## config.mk

```make
export PLATFORM = sky130hd
export DESIGN_NAME = btn_conditioner
export DESIGN_NICKNAME = d
export VERILOG_FILES = /design/src/rtl/btn_conditioner.sv
export SDC_FILE = /design/constraint.sdc
export NUM_CORES = 1
export LEC_CHECK = 0
export BUFFER_PORTS_ARGS = -buffer_cell sky130_fd_sc_hd__buf_2
export CAP_MARGIN = 20
export CORE_MARGIN = 5
export CORE_UTILIZATION = 56
export CTS_CLUSTER_SIZE = 12
export DETAILED_ROUTE_END_ITERATION = 12
export PLACE_DENSITY = 0.87
export SLEW_MARGIN = 20
export SYNTH_ARGS = -nofsm -noshare
export SYNTH_HDL_FRONTEND = slang
export SYNTH_SLANG_ARGS = --single-unit
```

## constraint.sdc

```tcl
create_clock -name clk -period 4.5 [get_ports clk]
set_input_delay 0.225 -clock clk [delete_from_list [all_inputs] [get_ports clk]]
set_output_delay 0.225 -clock clk [all_outputs]
set_load 0.02 [all_outputs]
```

## src/rtl/btn_conditioner.sv

```systemverilog
`default_nettype none
// ============================================================================
// Module   : btn_conditioner
// Brief    : Five-button synchronizer/debouncer with one-hot touch handshake,
//            merged-press counter and free-running tick strobe.
// Revision : 1.0 - initial release
// ============================================================================
module btn_conditioner #(
    parameter int unsigned DEBOUNCE_CYCLES = 1000000,
    parameter int unsigned TICK_CYCLES     = 100000000
) (
    input  logic       clk,
    input  logic       rst,
    input  logic       b1,
    input  logic       b2,
    input  logic       b3,
    input  logic       b4,
    input  logic       b5,
    input  logic       touch_ack,
    output logic       touch_valid,
    output logic [4:0] touch,
    output logic [4:0] db,
    output logic       tick,
    output logic [7:0] drop_cnt
);

    localparam int c_DW = $clog2(DEBOUNCE_CYCLES) + 1;
    localparam logic [c_DW-1:0] c_DB_LAST = c_DW'(DEBOUNCE_CYCLES - 1);
    localparam int c_TW = (TICK_CYCLES > 1) ? $clog2(TICK_CYCLES) : 1;
    localparam logic [c_TW-1:0] c_TICK_LAST = c_TW'(TICK_CYCLES - 1);

    logic [4:0]      w_btn;
    logic [4:0]      r_sync1;
    logic [4:0]      r_sync2;
    logic [4:0]      r_db;
    logic [4:0]      r_db_q;
    logic [c_DW-1:0] r_cnt [5];
    logic [4:0]      r_pend;
    logic [4:0]      r_touch;
    logic            r_tv;
    logic [7:0]      r_drop;
    logic [4:0]      w_rise;
    logic            w_load;
    logic [4:0]      w_pick;
    logic [4:0]      w_drop;
    logic [4:0]      w_pend_nxt;
    logic [8:0]      w_drop_sum;
    logic [7:0]      w_drop_nxt;
    logic            r_tick_run;
    logic [c_TW-1:0] r_tick_cnt;
    logic [c_TW-1:0] w_tick_cnt_nxt;
    logic            r_tick;

    assign w_btn = {b5, b4, b3, b2, b1};

    always_ff @(posedge clk or posedge rst) begin
        if (rst) begin
            r_sync1 <= '0;
            r_sync2 <= '0;
        end else begin
            r_sync1 <= w_btn;
            r_sync2 <= r_sync1;
        end
    end

    // A level is accepted only after DEBOUNCE_CYCLES consecutive disagreeing samples.
    always_ff @(posedge clk or posedge rst) begin
        if (rst) begin
            r_db <= '0;
            for (int i = 0; i < 5; i++) r_cnt[i] <= '0;
        end else begin
            for (int i = 0; i < 5; i++) begin
                if (r_sync2[i] == r_db[i]) begin
                    r_cnt[i] <= '0;
                end else if (r_cnt[i] == c_DB_LAST) begin
                    r_db[i]  <= r_sync2[i];
                    r_cnt[i] <= '0;
                end else begin
                    r_cnt[i] <= r_cnt[i] + 1'b1;
                end
            end
        end
    end

    assign w_rise     = r_db & ~r_db_q;
    assign w_load     = ~r_tv | touch_ack;
    // Isolate the lowest set pending bit (two's-complement trick).
    assign w_pick     = w_load ? (r_pend & (~r_pend + 5'd1)) : 5'd0;
    // A rise on a bit being handed off this cycle re-arms it instead of merging.
    assign w_drop     = w_rise & r_pend & ~w_pick;
    assign w_pend_nxt = (r_pend & ~w_pick) | w_rise;
    assign w_drop_sum = {1'b0, r_drop} + 9'($countones(w_drop));
    assign w_drop_nxt = w_drop_sum[8] ? 8'hFF : w_drop_sum[7:0];

    always_ff @(posedge clk or posedge rst) begin
        if (rst) begin
            r_db_q  <= '0;
            r_pend  <= '0;
            r_touch <= '0;
            r_tv    <= 1'b0;
            r_drop  <= '0;
        end else begin
            r_db_q <= r_db;
            r_pend <= w_pend_nxt;
            r_drop <= w_drop_nxt;
            if (w_load) begin
                r_touch <= w_pick;
                r_tv    <= |r_pend;
            end
        end
    end

    // The first edge after reset only arms the counter, so the counter sits at
    // TICK_CYCLES-1 (and tick is high) TICK_CYCLES edges after release.
    always_comb begin
        w_tick_cnt_nxt = r_tick_cnt;
        if (!r_tick_run) begin
            w_tick_cnt_nxt = '0;
        end else if (r_tick_cnt == c_TICK_LAST) begin
            w_tick_cnt_nxt = '0;
        end else begin
            w_tick_cnt_nxt = r_tick_cnt + 1'b1;
        end
    end

    always_ff @(posedge clk or posedge rst) begin
        if (rst) begin
            r_tick_run <= 1'b0;
            r_tick_cnt <= '0;
            r_tick     <= 1'b0;
        end else begin
            r_tick_run <= 1'b1;
            r_tick_cnt <= w_tick_cnt_nxt;
            r_tick     <= (w_tick_cnt_nxt == c_TICK_LAST);
        end
    end

    assign db          = r_db;
    assign touch       = r_touch;
    assign touch_valid = r_tv;
    assign tick        = r_tick;
    assign drop_cnt    = r_drop;

endmodule
`default_nettype wire

```

==> results.txt <==
Post-detailed-route wirelength per cell = 14.39 um
Sw Ratio = 0.2155
Clk root buf = clkbuf_16
# IOs = 28
Die X = 131.3 um
Main combinational cell family by area after synthesis = simple AND/OR/NAND/NOR gates
Clock Skews = 0.005878 ns
Final TNS setup = 0 ns
Yosys warning count = 0
Net switching power = 0.6879 mW
FF+latch area = 4329 um^2
R2R Path End = drop_cnt[5]
Dpl hpwl = 10110 um
Proportion of layout cells with a drive suffix above 1 = 0.1016
FP Rows = 44
Worst Setup EP = drop_cnt[5]
Layout net count = 874
Port Buffers = 27
Maximum VDD drop = 0.3122 mV
Diode count = 0
Post-Synth XOR/XNOR Area = 0.1319
Total clock sinks = 173
Fin util = 0.6381
Worst Path Arrival = 3.97 ns
Routed WL = 15110 um
Final period util = 0.8168
Area grow syn2layout = 12.20%
# H-tree levels = 4
Max-slew violation count = 0
Unrepaired setup endpoints after global routing = false
Mux cell area share after synthesis = 0.008205
Run status = completed
RD Place Congestion = 0.8008
Adder-Cell Fraction of Synth Area = 0.02249
Critical Path Start = touch_valid
Dpl cells = 1011
Setup violations, final = 0
Slew @ Worst Pin = 0.8279 ns
Final min period = 3.676 ns
Clk Latency, worst-skew pair = 0.42 ns
Final hold viol count = 0
Core ar. = 14480 um^2
Vias in the first global route = 5699
Vias/cell = 5.427
Main synth FF type = dfrtp_1
Worst R2R Setup Slack = 0.82 ns
Grt total ovfl = 0
Register share of total power = 0.499
Max Cap Violations = 0
Fmax = 272.1 MHz
Combinational Power Share = 0.028
CTS max path bufs = 2
DRT iter0 DRCs = 322
Post-synth EDFFs = 0
Crit path kind = reg2reg
TritonRoute pass-1 iters = 5
Critical Path Fanout Max = 9
Simple-gate area share of the yosys netlist = 0.2600
Total power = 3.192 mW
Async set-reset flop share out of synthesis = 1.000
Post-synthesis sequential area ratio = 0.5258
Cells after synthesis = 820
Int Pwr = 2.504 mW
Die Ht = 131.3 um
Pwr/cell area = 345.5 nW/um^2
Min-delay worst type = in2reg
Slew Limit Headroom = 0.4462
Syn_area_per_cell = 10.04 um^2
Syn_nets = 841
CTS resizes = 0
WP data required = 4.80 ns
Yosys cell types = 52
Starting Density = 0.5687
Compound-Gate Fraction of Synth Area = 0.03130
Vias post-DR = 5698
Largest net degree at the start of global routing = 125
Worst R2R Start = touch_valid
CTS tree = built
Fill count = 1103
Area occupied by multi-input gates = 3752 um^2
CP Capture Type = flop
Initial antenna violation count = 0
R2R cell count = 12
#FFs+latches synth = 173
LEAKAGE = 4.072 nW
DIE AREA = 17230 um^2
Startpoint type of the worst setup path = flop
Mapped cell area = 8234 um^2
Hold_buf cts = 5
Postcts setup bufs = 0
First-pass GRT wire length = 26560 um
Routed Antenna Nets = 0
DRC Markers = 0
GRT Resource Usage Total = 0.1835
CTS clock-pin slew for the worst setup and hold paths = 0.07 ns
CTS buffer count = 17
Post-Layout Cell Count = 1050
Clock share of power = 0.473
[power by group through the flow]
stage	Clock, mW	Sequential [mW]	Combinational (mW)
after floorplan	0	1.62	0.0651
after global placement	0	1.62	0.0845
after detailed placement	0	1.62	0.0861
after CTS	1.54	1.59	0.0903
after global routing	1.62	1.59	0.105
final	1.51	1.59	0.0895
[routing by layer]
metal	up-vias	track usage	routed length (um)
li1	2836	-	-
met4	0	0.04800	189
met2	81	0.2901	7280
met5	-	0	0
met1	2766	0.2419	6842
met3	15	0.06728	800
[flip-flops by register name, indices dropped and copies added (netlist names)]
register     cells
db               5
drop_cnt         8
r_cnt          105
r_db_q           5
r_pend           5
r_sync1          5
r_sync2          5
r_tick_cnt      27
r_tick_run       1
tick             1
touch            5
touch_valid      1
[final cells by class]
cell class / count / share of cell area
sequential: 173 / 0.4686
multi-input combinational: 608 / 0.4061
clock buffer: 19 / 0.04902
timing repair buffer: 36 / 0.02627
tap: 184 / 0.02492
clock inverter: 13 / 0.01774
inverter: 17 / 0.007313
[layout by cell type, fill, tap and decap left out, drive strengths merged, types with 7 or more instances in the layout]
master / synthesis / layout
xnor2: 54 / 54
and4: 11 / 11
inv: 17 / 17
nor4b: 7 / 7
buf: 6 / 30
nor4: 9 / 9
or3: 9 / 9
a21oi: 9 / 9
nand2: 60 / 60
nor2: 166 / 166
dfrtp: 173 / 173
nor3: 26 / 26
ha: 10 / 10
and3: 11 / 11
clkbuf: 16 / 19
nand2b: 9 / 9
o21ai: 17 / 17
xor2: 70 / 70
nand4: 35 / 35
nand3: 59 / 59
[how the worst min path moves through the flow]
stage | from | to | cells past startpoint
finish | touch_ack | touch[1] | 4
global route | touch_ack | touch[1] | 4
CTS | rst | r_tick_cnt[13] | 2
detailed placement | b5 | r_sync1[4] | 1
global placement | r_sync1[4] | r_sync2[4] | 0
floorplan | b1 | r_sync1[0] | 0
[cells in the mapped netlist (5+ instances only)]
library cell / n / area, um^2
nand2b_1: 9 / 56.30
nor4_1: 7 / 43.79
and3_1: 11 / 68.82
nand3_1: 58 / 290.3
a21oi_1: 9 / 45.04
nor2_1: 165 / 619.3
and4_1: 11 / 96.34
nand2_1: 60 / 225.2
dfrtp_1: 173 / 4329
o21ai_0: 16 / 80.08
ha_1: 10 / 125.1
inv_1: 17 / 63.81
buf_2: 5 / 25.02
nor3_1: 23 / 115.1
mux2_2: 6 / 67.56
xor2_1: 70 / 613.1
or2_2: 6 / 37.54
nor4b_1: 7 / 61.31
xnor2_1: 54 / 473.0
nand4_1: 32 / 200.2
or3_1: 9 / 56.30
clkbuf_1: 13 / 48.80
[cells by family after synthesis]
| group | Yosys count |
|---|---|
| and+or+nand+nor | 424 |
| DFF | 173 |
| xor gates and xnor gates | 124 |
| AOI/OAI and AO/OA | 40 |
| buffers and inverters | 39 |
| adders and majority gates | 13 |
| muxes | 6 |
| other | 1 |
[metrics by stage]
step	setup slack (ns)	hold WS, ns	instance area [um^2]
after floorplan	0.9978	0.2564	8238
after global placement	0.9309	0.3335	8542
after detailed placement	0.8206	0.3343	8542
after CTS	0.8199	0.06754	9209
after global routing	0.5417	0.2343	9239
final	0.8244	0.1882	9239
[worst max-delay path, stage by stage, from the launching register on]
cell and delay (ns):
dfrtp_1 0.33, nor2b_1 0.46, or3_1 0.26, nand2_1 0.10, nor2_1 0.13, fa_1 0.45
fa_1 0.51, ha_1 0.24, fa_1 0.41, a21oi_1 0.25, nor2_1 0.11, nand3_1 0.21
nand3_1 0.10
No activity file was read; power rests on OpenSTA's default activity.
